File: config.mk
export PLATFORM = sky130hd
export DESIGN_NAME = vga_fb_arbiter
export DESIGN_NICKNAME = d
export VERILOG_FILES = /design/src/rtl/vga_fb_arbiter.sv
export SDC_FILE = /design/constraint.sdc
export NUM_CORES = 1
export LEC_CHECK = 0
export CAP_MARGIN = 20
export CORE_MARGIN = 3
export CORE_UTILIZATION = 42
export DETAILED_ROUTE_END_ITERATION = 12
export HOLD_SLACK_MARGIN = 0.03
export PLACE_DENSITY = 0.89
export SLEW_MARGIN = 10
export SYNTH_ARGS = -nofsm -noshare
export SYNTH_HDL_FRONTEND = slang
export SYNTH_SLANG_ARGS = --single-unit
File: constraint.sdc
create_clock -name clk -period 2.8 [get_ports clk]
set_input_delay 0.28 -clock clk [delete_from_list [all_inputs] [get_ports clk]]
set_output_delay 0.28 -clock clk [all_outputs]
set_load 0.005 [all_outputs]
File: src/rtl/vga_fb_arbiter.sv
// -----------------------------------------------------------------------------
// vga_fb_arbiter
//
// Owns the single-port frame-buffer RAM that sits behind the VGA sync
// generator. Every clk cycle the port is given to exactly one user:
//   DISP  - display scan-out read, on a pixel-tick cycle inside the active area
//   WRITE - one of two drawing clients (0 = UI painter, 1 = cursor/text overlay)
//   IDLE  - nobody
// Display reads always win. The two clients share the remaining cycles
// round-robin. The low-resolution buffer (FB_W x FB_H) is upscaled by
// 2**SCALE_SHIFT in both directions by dropping the low bits of x and y. The
// module also produces the registered RGB stream for the DAC.
//
// Ports
//   clk, reset        : clock and synchronous active-high reset
//   p_tick            : pixel tick, high on alternate clk cycles
//   video_on          : active-area flag from the sync generator
//   x, y              : current column / row (10 bits each)
//   vblank_only       : 1 = client writes are only granted while y >= 480
//   req_valid[1:0]    : per-client write request, held until acknowledged
//   req_addr0/1       : client write addresses
//   req_data0/1       : client write data
//   req_ack[1:0]      : one-cycle pulse, request consumed
//   req_oob           : pulses together with req_ack when the address was out
//                       of range and the write was dropped
//   mem_addr/we/wdata : registered RAM port
//   mem_rdata         : RAM read data, valid one clk after mem_addr
//   rgb               : registered pixel to the DAC, 0 outside the active area
//   frame_start       : one-cycle pulse after a p_tick cycle with x==0, y==0
// -----------------------------------------------------------------------------
module vga_fb_arbiter #(
  parameter int FB_W        = 160,
  parameter int FB_H        = 120,
  parameter int SCALE_SHIFT = 2,
  parameter int DATA_W      = 8,
  parameter int ADDR_W      = 15
) (
  input  logic              clk,
  input  logic              reset,
  input  logic              p_tick,
  input  logic              video_on,
  input  logic [9:0]        x,
  input  logic [9:0]        y,
  input  logic              vblank_only,
  input  logic [1:0]        req_valid,
  input  logic [ADDR_W-1:0] req_addr0,
  input  logic [ADDR_W-1:0] req_addr1,
  input  logic [DATA_W-1:0] req_data0,
  input  logic [DATA_W-1:0] req_data1,
  output logic [1:0]        req_ack,
  output logic              req_oob,
  output logic [ADDR_W-1:0] mem_addr,
  output logic              mem_we,
  output logic [DATA_W-1:0] mem_wdata,
  input  logic [DATA_W-1:0] mem_rdata,
  output logic [DATA_W-1:0] rgb,
  output logic              frame_start
);

  // ---------------------------------------------------------------------------
  // Geometry constants
  // ---------------------------------------------------------------------------
  localparam int FB_SIZE = FB_W * FB_H;
  localparam int ACT_W   = FB_W << SCALE_SHIFT;
  localparam int ACT_H   = FB_H << SCALE_SHIFT;

  localparam logic [9:0]        ACT_W_X   = 10'(ACT_W);
  localparam logic [9:0]        ACT_H_Y   = 10'(ACT_H);
  localparam logic [ADDR_W-1:0] FB_W_A    = ADDR_W'(FB_W);
  // One bit wider than an address so FB_SIZE == 2**ADDR_W still compares right.
  localparam logic [ADDR_W:0]   FB_SIZE_W = (ADDR_W + 1)'(FB_SIZE);

  typedef enum logic [1:0] {
    SLOT_IDLE  = 2'd0,
    SLOT_DISP  = 2'd1,
    SLOT_WRITE = 2'd2
  } slot_e;

  // ---------------------------------------------------------------------------
  // Registers
  // ---------------------------------------------------------------------------
  logic [1:0]        req_ack_q,     req_ack_d;
  logic              req_oob_q,     req_oob_d;
  logic [ADDR_W-1:0] mem_addr_q,    mem_addr_d;
  logic              mem_we_q,      mem_we_d;
  logic [DATA_W-1:0] mem_wdata_q,   mem_wdata_d;
  logic [DATA_W-1:0] rgb_q,         rgb_d;
  logic              frame_start_q, frame_start_d;
  // Client that wins when both are eligible; cleared so client 0 goes first.
  logic              rr_q,          rr_d;
  // Read pipeline: stage 1 is the cycle mem_addr is presented, stage 2 is the
  // cycle mem_rdata is valid. disp_* marks a real display read, von_* carries
  // video_on so rgb can be blanked when the beam leaves the active area.
  logic              disp_p1_q,     disp_p1_d;
  logic              disp_p2_q,     disp_p2_d;
  logic              von_p1_q,      von_p1_d;
  logic              von_p2_q,      von_p2_d;

  // ---------------------------------------------------------------------------
  // Display address: drop the upscale bits, then row * FB_W + column.
  // ---------------------------------------------------------------------------
  logic [ADDR_W-1:0] disp_row;
  logic [ADDR_W-1:0] disp_col;
  logic [ADDR_W-1:0] disp_addr;
  logic              in_active;
  logic              disp_hit;

  assign disp_row  = ADDR_W'(y >> SCALE_SHIFT);
  assign disp_col  = ADDR_W'(x >> SCALE_SHIFT);
  assign disp_addr = disp_row * FB_W_A + disp_col;

  // Guard against a sync generator that asserts video_on with x/y outside the
  // 640x480 window: such cycles must never turn into a read.
  assign in_active = (x < ACT_W_X) && (y < ACT_H_Y);
  assign disp_hit  = p_tick && video_on && in_active;

  // ---------------------------------------------------------------------------
  // Per-client request qualification
  // ---------------------------------------------------------------------------
  logic [ADDR_W-1:0] cl_addr [2];
  logic [DATA_W-1:0] cl_data [2];
  logic [1:0]        eligible;
  logic [1:0]        in_range;
  logic              vblank_ok;

  assign cl_addr[0] = req_addr0;
  assign cl_addr[1] = req_addr1;
  assign cl_data[0] = req_data0;
  assign cl_data[1] = req_data1;

  assign vblank_ok = !vblank_only || (y >= ACT_H_Y);

  generate
    for (genvar gi = 0; gi < 2; gi++) begin : g_client
      // A client whose ack is on the wire this cycle is still holding valid
      // from the request just consumed; granting it again would duplicate
      // the write, so it sits this cycle out.
      assign eligible[gi] = req_valid[gi] && !req_ack_q[gi] && vblank_ok;
      assign in_range[gi] = {1'b0, cl_addr[gi]} < FB_SIZE_W;
    end
  endgenerate

  // ---------------------------------------------------------------------------
  // Slot decision
  // ---------------------------------------------------------------------------
  slot_e slot;
  logic  gnt_idx;

  always_comb begin
    slot    = SLOT_IDLE;
    gnt_idx = 1'b0;
    if (disp_hit) begin
      slot = SLOT_DISP;
    end else if (eligible != 2'b00) begin
      slot = SLOT_WRITE;
      if (eligible == 2'b11) begin
        gnt_idx = rr_q;
      end else begin
        gnt_idx = eligible[1];
      end
    end
  end

  // ---------------------------------------------------------------------------
  // Next-state logic
  // ---------------------------------------------------------------------------
  always_comb begin
    req_ack_d     = 2'b00;
    req_oob_d     = 1'b0;
    mem_we_d      = 1'b0;
    mem_addr_d    = mem_addr_q;
    mem_wdata_d   = mem_wdata_q;
    rr_d          = rr_q;
    frame_start_d = p_tick && (x == 10'd0) && (y == 10'd0);

    unique case (slot)
      SLOT_DISP: begin
        mem_addr_d = disp_addr;
      end
      SLOT_WRITE: begin
        req_ack_d[gnt_idx] = 1'b1;
        rr_d               = ~gnt_idx;
        if (in_range[gnt_idx]) begin
          mem_addr_d  = cl_addr[gnt_idx];
          mem_wdata_d = cl_data[gnt_idx];
          mem_we_d    = 1'b1;
        end else begin
          // Consume the request so the client is not stuck, but never let an
          // out-of-range address reach the RAM.
          req_oob_d = 1'b1;
        end
      end
      default: begin
      end
    endcase

    disp_p1_d = (slot == SLOT_DISP);
    disp_p2_d = disp_p1_q;
    von_p1_d  = video_on;
    von_p2_d  = von_p1_q;

    // A fresh read result replaces the pixel. Between ticks inside the active
    // area the previous pixel is held, so each pixel lasts its full two
    // clocks; once video_on drops (delayed to match the read) rgb goes black.
    if (disp_p2_q) begin
      rgb_d = mem_rdata;
    end else if (!von_p2_q) begin
      rgb_d = '0;
    end else begin
      rgb_d = rgb_q;
    end
  end

  // ---------------------------------------------------------------------------
  // State registers
  // ---------------------------------------------------------------------------
  always_ff @(posedge clk) begin
    if (reset) begin
      req_ack_q     <= 2'b00;
      req_oob_q     <= 1'b0;
      mem_addr_q    <= '0;
      mem_we_q      <= 1'b0;
      mem_wdata_q   <= '0;
      rgb_q         <= '0;
      frame_start_q <= 1'b0;
      rr_q          <= 1'b0;
      disp_p1_q     <= 1'b0;
      disp_p2_q     <= 1'b0;
      von_p1_q      <= 1'b0;
      von_p2_q      <= 1'b0;
    end else begin
      req_ack_q     <= req_ack_d;
      req_oob_q     <= req_oob_d;
      mem_addr_q    <= mem_addr_d;
      mem_we_q      <= mem_we_d;
      mem_wdata_q   <= mem_wdata_d;
      rgb_q         <= rgb_d;
      frame_start_q <= frame_start_d;
      rr_q          <= rr_d;
      disp_p1_q     <= disp_p1_d;
      disp_p2_q     <= disp_p2_d;
      von_p1_q      <= von_p1_d;
      von_p2_q      <= von_p2_d;
    end
  end

  // ---------------------------------------------------------------------------
  // Outputs
  // ---------------------------------------------------------------------------
  assign req_ack     = req_ack_q;
  assign req_oob     = req_oob_q;
  assign mem_addr    = mem_addr_q;
  assign mem_we      = mem_we_q;
  assign mem_wdata   = mem_wdata_q;
  assign rgb         = rgb_q;
  assign frame_start = frame_start_q;

endmodule
Word level (Yosys, flattened, before mapping)
Cells that the tools add are included. W data, S select, Z words.

Bits of input ports: 81. Output and inout port bits: 36. Logic and storage cells: 72. Bits in registers: 41.

Add/sub/neg operators: 1. Multiply operators: 1. Reduce and logical (&&, ||, !) cells: 21. Multiplexer cells: 21. Equal/unequal tests: 5. Bitwise logic cells: 3. Magnitude comparators: 8.

Operator list (number): $mux W15 (4); $mux W8 (5); $lt A15 B15 Y1 const B (2); $pmux W15 S2 (1); $logic_not A10 Y1 (2); $add A15 B8 Y15 (1); $ge A10 B9 Y1 const B (1); $logic_and A1 B1 Y1 (10); $lt A10 B10 Y1 const B (1); $lt A10 B9 Y1 const B (1); $mul A8 B3 Y10 const B (1); $mux W1 (8); $eq A2 B2 Y1 const B (2); $mux W2 (2); $ne A2 B2 Y1 const B (2); $reduce_and A2 Y1 (2); $reduce_bool A2 Y1 (2); $logic_not A1 Y1 (3); $eq A2 B1 Y1 const B (1); $ge A2 B2 Y1 const B (1); $lt A1 B2 Y1 const B (1); $not A1 Y1 (2); $not A1 Y2 (1); $reduce_or A2 Y1 (1); 3 further kinds (3).

Logic depth before layout (Yosys ltp)
Gate-level depths: netlist of run 1.

Word-level depth: 13. Gate-level depth with buffers: 10. Depth with buffers taken out: 10.

Worst setup path before layout of run 1
No wires, ideal clock.

Path type: in2reg. Start point: input port y[3]. End point: register mem_addr_q[14] (netlist: mem_addr[14]). Arrival time: 2367 ps. Setup time: 117 ps. Stages: 9. Path buffers: 0. Setup slack: 315 ps. Required time: 2683 ps. Path through: ha_1 > ha_1 > inv_1 > fa_1 > nor4b_1 > nand4b_1 > and3b_1 > mux2i_1 > a32o_1.

Longest elaborated chain between the ends: 13. Elaborated cells on any way between the ends: 29. Those cells by class: add/sub: 1; mul: 1; order compare: 2; eq/ne: 4; mux: 12; bitwise: 1; reduce/logical: 8.

RTL lines: start: declaration (RTL line 43) `input logic [9:0] y,`; parallel branches: the longest is 13 deep, another holds $add A15 B8 Y15; end signal: assignment (RTL line 234) `mem_addr_q <= mem_addr_d;`; end: declaration (RTL line 84) `logic [ADDR_W-1:0] mem_addr_q, mem_addr_d;`.

Parallel ways; which one is timed is not known. The select of a mux whose other input is x is not followed. A chain may end at the register's enable or synchronous reset.

Worst setup path after layout of run 1
Start point: input port y[5]. End point: register mem_addr_q[13] (netlist: mem_addr[13]).

Same word-level chain as after synthesis.

==> impl_metrics.toml, run 1 <==
[final_layout]
fin_cells = 513
syn2layout_area_growth_pct = 56.6
layout-drive-gt1-share_pct = 11.8
finalNetCount = 538
layout_common_cells = "clkdlybuf4s50_1 (116), nand2_1 (47), nor2_1 (45)"
final_common_cell = "clkdlybuf4s50_1"
fillCellCount = 449
antennaDiodeCount = 0

[clock_network]
cts_tree = "done"
clock_path_buffers = 2
cts_max_level = 2
post_cts_resized = 0
numCtsBuffers = 5
hold_buffers = 0
numClockSinks = 41
clkLatencyLatePin_ps = 300
cts_root_buf = "clkbuf_8"
cts_setup_buffers = 0
clk_pin_slew_worst_paths_ps = 80

[detailed_routing]
drt-total-wl_mm = 8.02
routed_via_density = 5.47
avgRoutedWirePerCell_um = 15.6
drtIter0Drc = 189
postRouteAntennaNets = 0
route.detailed.drc = 0
vias = 2804
dr.pass1.iters = 6

[critical_path]
crit_fanout = 3
path_class = "input port to flip-flop"
cp.arrival_ps = 2860
required_ps = 2990
end_kind = "flip-flop"
crit_path_start_kind = "input port"

[placed_design]
placed_cells = 505
gp_congestion = 0.893
io_buffers = 116
pre_cts_ws_ps = -272
dp_hpwl_mm = 6.30

[floorplan]
die_x_um = 84.5
die_y_um = 84.5
rows = 27
fp.dieArea_um2 = 7140
start_util_pct = 45.1
pin_count = 117
core_area_um2 = 5740

[synthesis]
yosysTopAreaCellShare_pct = 31.7
netlist_top_cells_area = "dfxtp_1 (32%), ha_1 (7.3%), nand2_1 (6.8%)"
synth.distinct_cells = 57
syn_inst = 314
seq_area_frac_synth_pct = 31.7
syn_nets = 412
synth_area_per_cell_um2 = 8.24
ys.warnings.count = 0
synth-edff-count = 0
synth_top_area_cell = "dfxtp_1"
ys.flop_type = "dfxtp_1"
synthArstFlopShare_pct = 0
ys_ff_latch = 41
synth_area_um2 = 2590

[timing]
relSlewSlack_pct = 62.0
hold_violations = 0
fin_crit_sh_pct = 95.6
rsz0062_at_grt = "false"
fmax_mhz = 374
worstMarginPinSlew_ps = 562
setup_violations = 0
worst_slack_ps = 123
fin_crit_ps = 2680
skew_ps = 1.86
slew_violations = 0

[global_routing]
first_global_vias = 2640
grt_first_pass_wirelength_mm = 12.8
grt_overflow = 0
grt_max_degree = 31
grt_antenna_before_repair = 0
track_usage_pct = 21.8

[pwr]
leakage_uw = 0.00162
powerDensity_nw_per_um2 = 450
ir_worst_vdd_v = 0.000295

[job]
cap_violations = 0

[outcome]
outcome = "finished, final reports clean"

[hold_path]
hold_class = "flip-flop to flip-flop"
==> routing by layer <==
metal / up-vias / wire length (um) / part of all wire (%) / global-route usage, %
li1: 1372 / - / - / -
met1: 1302 / 3110 / 39 / 25.6
met2: 116 / 4060 / 51 / 38.8
met3: 14 / 731 / 9.1 / 6.38
met4: 0 / 115 / 1.4 / 5.04
met5: - / 0 / 0 / 0
==> logic make-up (layout without fill, tap and decap cells) <==
logic type	count (synthesis)	in the layout	synth area share [%]
AOI/OAI and AO/OA	69	69	20.9
muxes	18	18	7.35
and+or+nand+nor	129	129	22.9
DFF	41	41	31.7
buffers and inverters	31	158	5.22
xor gates and xnor gates	9	9	3.05
adders and majority gates	17	17	8.80
==> state kept, by name, indices dropped and copies added (netlist names) <==
signal,count
mem_we,1
req_oob,1
req_ack,2
von_p2_q,1
rr_q,1
disp_p2_q,1
mem_wdata,8
mem_addr,15
von_p1_q,1
rgb,8
frame_start,1
disp_p1_q,1
==> final timing paths <==
check | start | endpoint | slack, ps | depth (start not counted)
worst max-delay path | y[5] | mem_addr[13] | 120 | 11
worst min register to register | disp_p1_q | disp_p2_q | 450 | 1
worst max register to register | req_ack[1] | mem_addr[13] | 820 | 7
worst min-delay path | disp_p1_q | disp_p2_q | 450 | 1
==> synthesized netlist by cell type (2+ instances only) <==
master    number
nor3_1         4
mux2i_1       10
xor2_1         4
ha_1          15
clkbuf_1       9
or2_2          4
xnor2_1        5
dfxtp_1       41
nand4_1        2
nor2_1        45
nand2_1       47
inv_1         12
nor2b_1        8
mux2_2         8
a311oi_1       2
nor4b_1        3
a21o_1         3
o21ai_0        4
a311o_1       11
buf_2          6
nor4_1         5
a32o_1         2
a221oi_1       3
nor3b_1        2
fa_1           2
a21oi_1       23
a211oi_1       3
nand2b_1       2
==> area by class of cell <==
class                   count  area [um2]  area share (%)
repair buffers            137        1330            32.9
clock buffers               6        82.6            2.04
flip-flops and latches     41         821            20.3
multi-input cells         242        1640            40.5
inverters                  13        48.8            1.20
clock inverters             2        37.5           0.926
well taps                  72        90.1            2.22
==> power breakdown <==
part / switching (uW) / internal, uW
clock: 217 / 290
combinational: 287 / 371
sequential: 25.9 / 631
==> per-stage QoR <==
step	hold slack, ps	power [uW]	utilization, %	setup TNS [ps]	cell area, um2
2_1_floorplan	408	1000	-	0	2590
3_3_place_gp	423	1300	68.3	-283	3920
3_5_place_dp	433	1320	68.3	-723	3920
4_1_cts	452	1820	70.4	0	4040
5_1_grt	464	1910	70.5	0	4050
6_report	446	1820	70.5	0	4050
==> worst max-delay path, stage by stage <==
cell             delay (ps)
clkdlybuf4s50_1         420
ha_1                    290
ha_2                    170
inv_1                    50
fa_1                    430
nor2b_1                 230
o22ai_1                 150
xnor2_1                 250
nand4_1                 140
xor2_1                  170
o41ai_1                 270
Note: power is estimated with default switching activity, not from simulation.
==> run 2: changes to the inputs <==
--- a/config.mk
+++ b/config.mk
@@ -7,11 +7,13 @@
 export LEC_CHECK = 0
 export CAP_MARGIN = 20
 export CORE_MARGIN = 3
-export CORE_UTILIZATION = 42
+export CORE_UTILIZATION = 63
 export DETAILED_ROUTE_END_ITERATION = 12
-export HOLD_SLACK_MARGIN = 0.03
-export PLACE_DENSITY = 0.89
+export DONT_BUFFER_PORTS = 1
+export HOLD_SLACK_MARGIN = 0.15
+export PLACE_DENSITY = 0.87
 export SLEW_MARGIN = 10
 export SYNTH_ARGS = -nofsm -noshare
 export SYNTH_HDL_FRONTEND = slang
 export SYNTH_SLANG_ARGS = --single-unit
+export TNS_END_PERCENT = 100
==> impl_metrics.toml, run 2 (synthesis results as in run 1) <==
[outcome]
outcome = "finished, final reports clean"

[critical_path]
end_kind = "flip-flop"
crit_path_start_kind = "input port"
crit_top_cell = "ha_1"
max_stage_delay_ps = 530
r2r_setup_slack_ps = 580
cp.arrival_ps = 2570
crit_path_cell_trace = "ha_1, ha_1, inv_1, fa_1, nor4b_1, nand4b_1, and3b_1, mux2i_1, a32o_1"
path_class = "input port to flip-flop"
worst_path_max_delay_cell = "nor4b_1"
crit_fanout = 4
required_ps = 2990

[final_layout]
fillCellCount = 270
final_common_cell = "nand2_1"
layout_common_cells = "nand2_1 (47), nor2_1 (45), dfxtp_1 (41)"
syn2layout_area_growth_pct = 9.43
layout-drive-gt1-share_pct = 10.0
antennaDiodeCount = 0
largest_reg_flops = 15
post-route-util_pct = 74.5
finalNetCount = 417

[job]
cap_violations = 0

[global_routing]
grt_first_pass_wirelength_mm = 10.6
grt_overflow = 0
first_global_vias = 2277
track_usage_pct = 26.6
grt_antenna_before_repair = 0
grt_max_degree = 39

[clock_network]
post_cts_resized = 0
cts_root_buf = "clkbuf_8"
clkLatencyLatePin_ps = 290
clk_pin_slew_worst_paths_ps = 80
numClockSinks = 41
hold_buffers = 14
cts_setup_buffers = 0
numCtsBuffers = 5
cts_tree = "done"
clock_path_buffers = 2
cts_max_level = 2

[floorplan]
die_y_um = 70.1
fp.dieArea_um2 = 4910
rows = 22
pin_count = 117
core_area_um2 = 3800
start_util_pct = 68.1
die_x_um = 70.1

[pwr]
ir_worst_vdd_v = 0.000334
leakage_uw = 0.00115
finalPower_uw = 1510
powerDensity_nw_per_um2 = 534

[timing]
fin_crit_ps = 2380
relSlewSlack_pct = 57.6
worstMarginPinSlew_ps = 629
hold_violations = 0
skew_ps = 3.91
fin_crit_sh_pct = 85.1
fin_tns_setup_ps = 0
worst_slack_ps = 417
worst_hold_slack_ps = 169
fmax_mhz = 420
slew_violations = 0
setup_violations = 0
rsz0062_at_grt = "false"

[placed_design]
dp_hpwl_mm = 4.86
gp_congestion = 0.850
io_buffers = 0
pre_cts_ws_ps = 116

[detailed_routing]
dr.pass1.iters = 4
route.detailed.drc = 0
avgRoutedWirePerCell_um = 18.2
routed_via_density = 6.29
vias = 2316
drtIter0Drc = 171
postRouteAntennaNets = 0
drt-total-wl_mm = 6.68

[hold_path]
hold_class = "input port to flip-flop"
run 2: cell count changes in the layout (fill, tap and decap cells not counted), sizes merged:
cell and change:
clkbuf +1, clkdlybuf4s50 -116, bufinv -1, inv +1, clkinvlp -1, buf -18, dlygate4sd3 +13
run 2: area by class of cell:
class | count | area [um2] | area share (%)
Sequential cell | 41 | 821 | 29.0
Tap cell | 48 | 60.1 | 2.12
Multi-Input combinational cell | 242 | 1630 | 57.6
Clock buffer | 7 | 96.3 | 3.40
Inverter | 13 | 48.8 | 1.72
Clock inverter | 1 | 8.76 | 0.309
Timing Repair Buffer | 16 | 165 | 5.83
run 2: report_power, final:
part	leakage (uW)	switching (uW)	internal (uW)
combinational	0.000760	222	183
clock	0.0000549	208	228
sequential	0.000336	38.9	631
run 2: metal layers:
metal  vias to the layer above  part of all wire [%]  global-route usage (%)
li1                       1133                     -                       -
met1                      1051                    40                    32.0
met2                       113                    48                    44.7
met3                        19                    11                    9.35
met4                         0                   2.0                    7.87
met5                         -                     0                       0
run 2: worst paths after layout:
path | from | endpoint | cells after the start
max | y[3] | mem_addr[14] | 9
min | video_on | disp_p1_q | 2
max reg2reg | req_ack[1] | mem_wdata[5] | 6
min reg2reg | von_p1_q | von_p2_q | 1
run 2: through the flow:
stage	std cells	instance area, um2
detailed placement	346	2580
finish	368	2830
floorplan	314	2590
CTS	368	2830
global placement	346	2580
global route	368	2830
run 2: critical path, delay by kind of cell:
kind	cells	cell delay, ps
adder cells (fa/ha/maj)	3	950
multiplexers	1	70
AO/OA/AOI/OAI	1	200
buffers and inverters	1	70
AND/OR/NAND/NOR	3	990
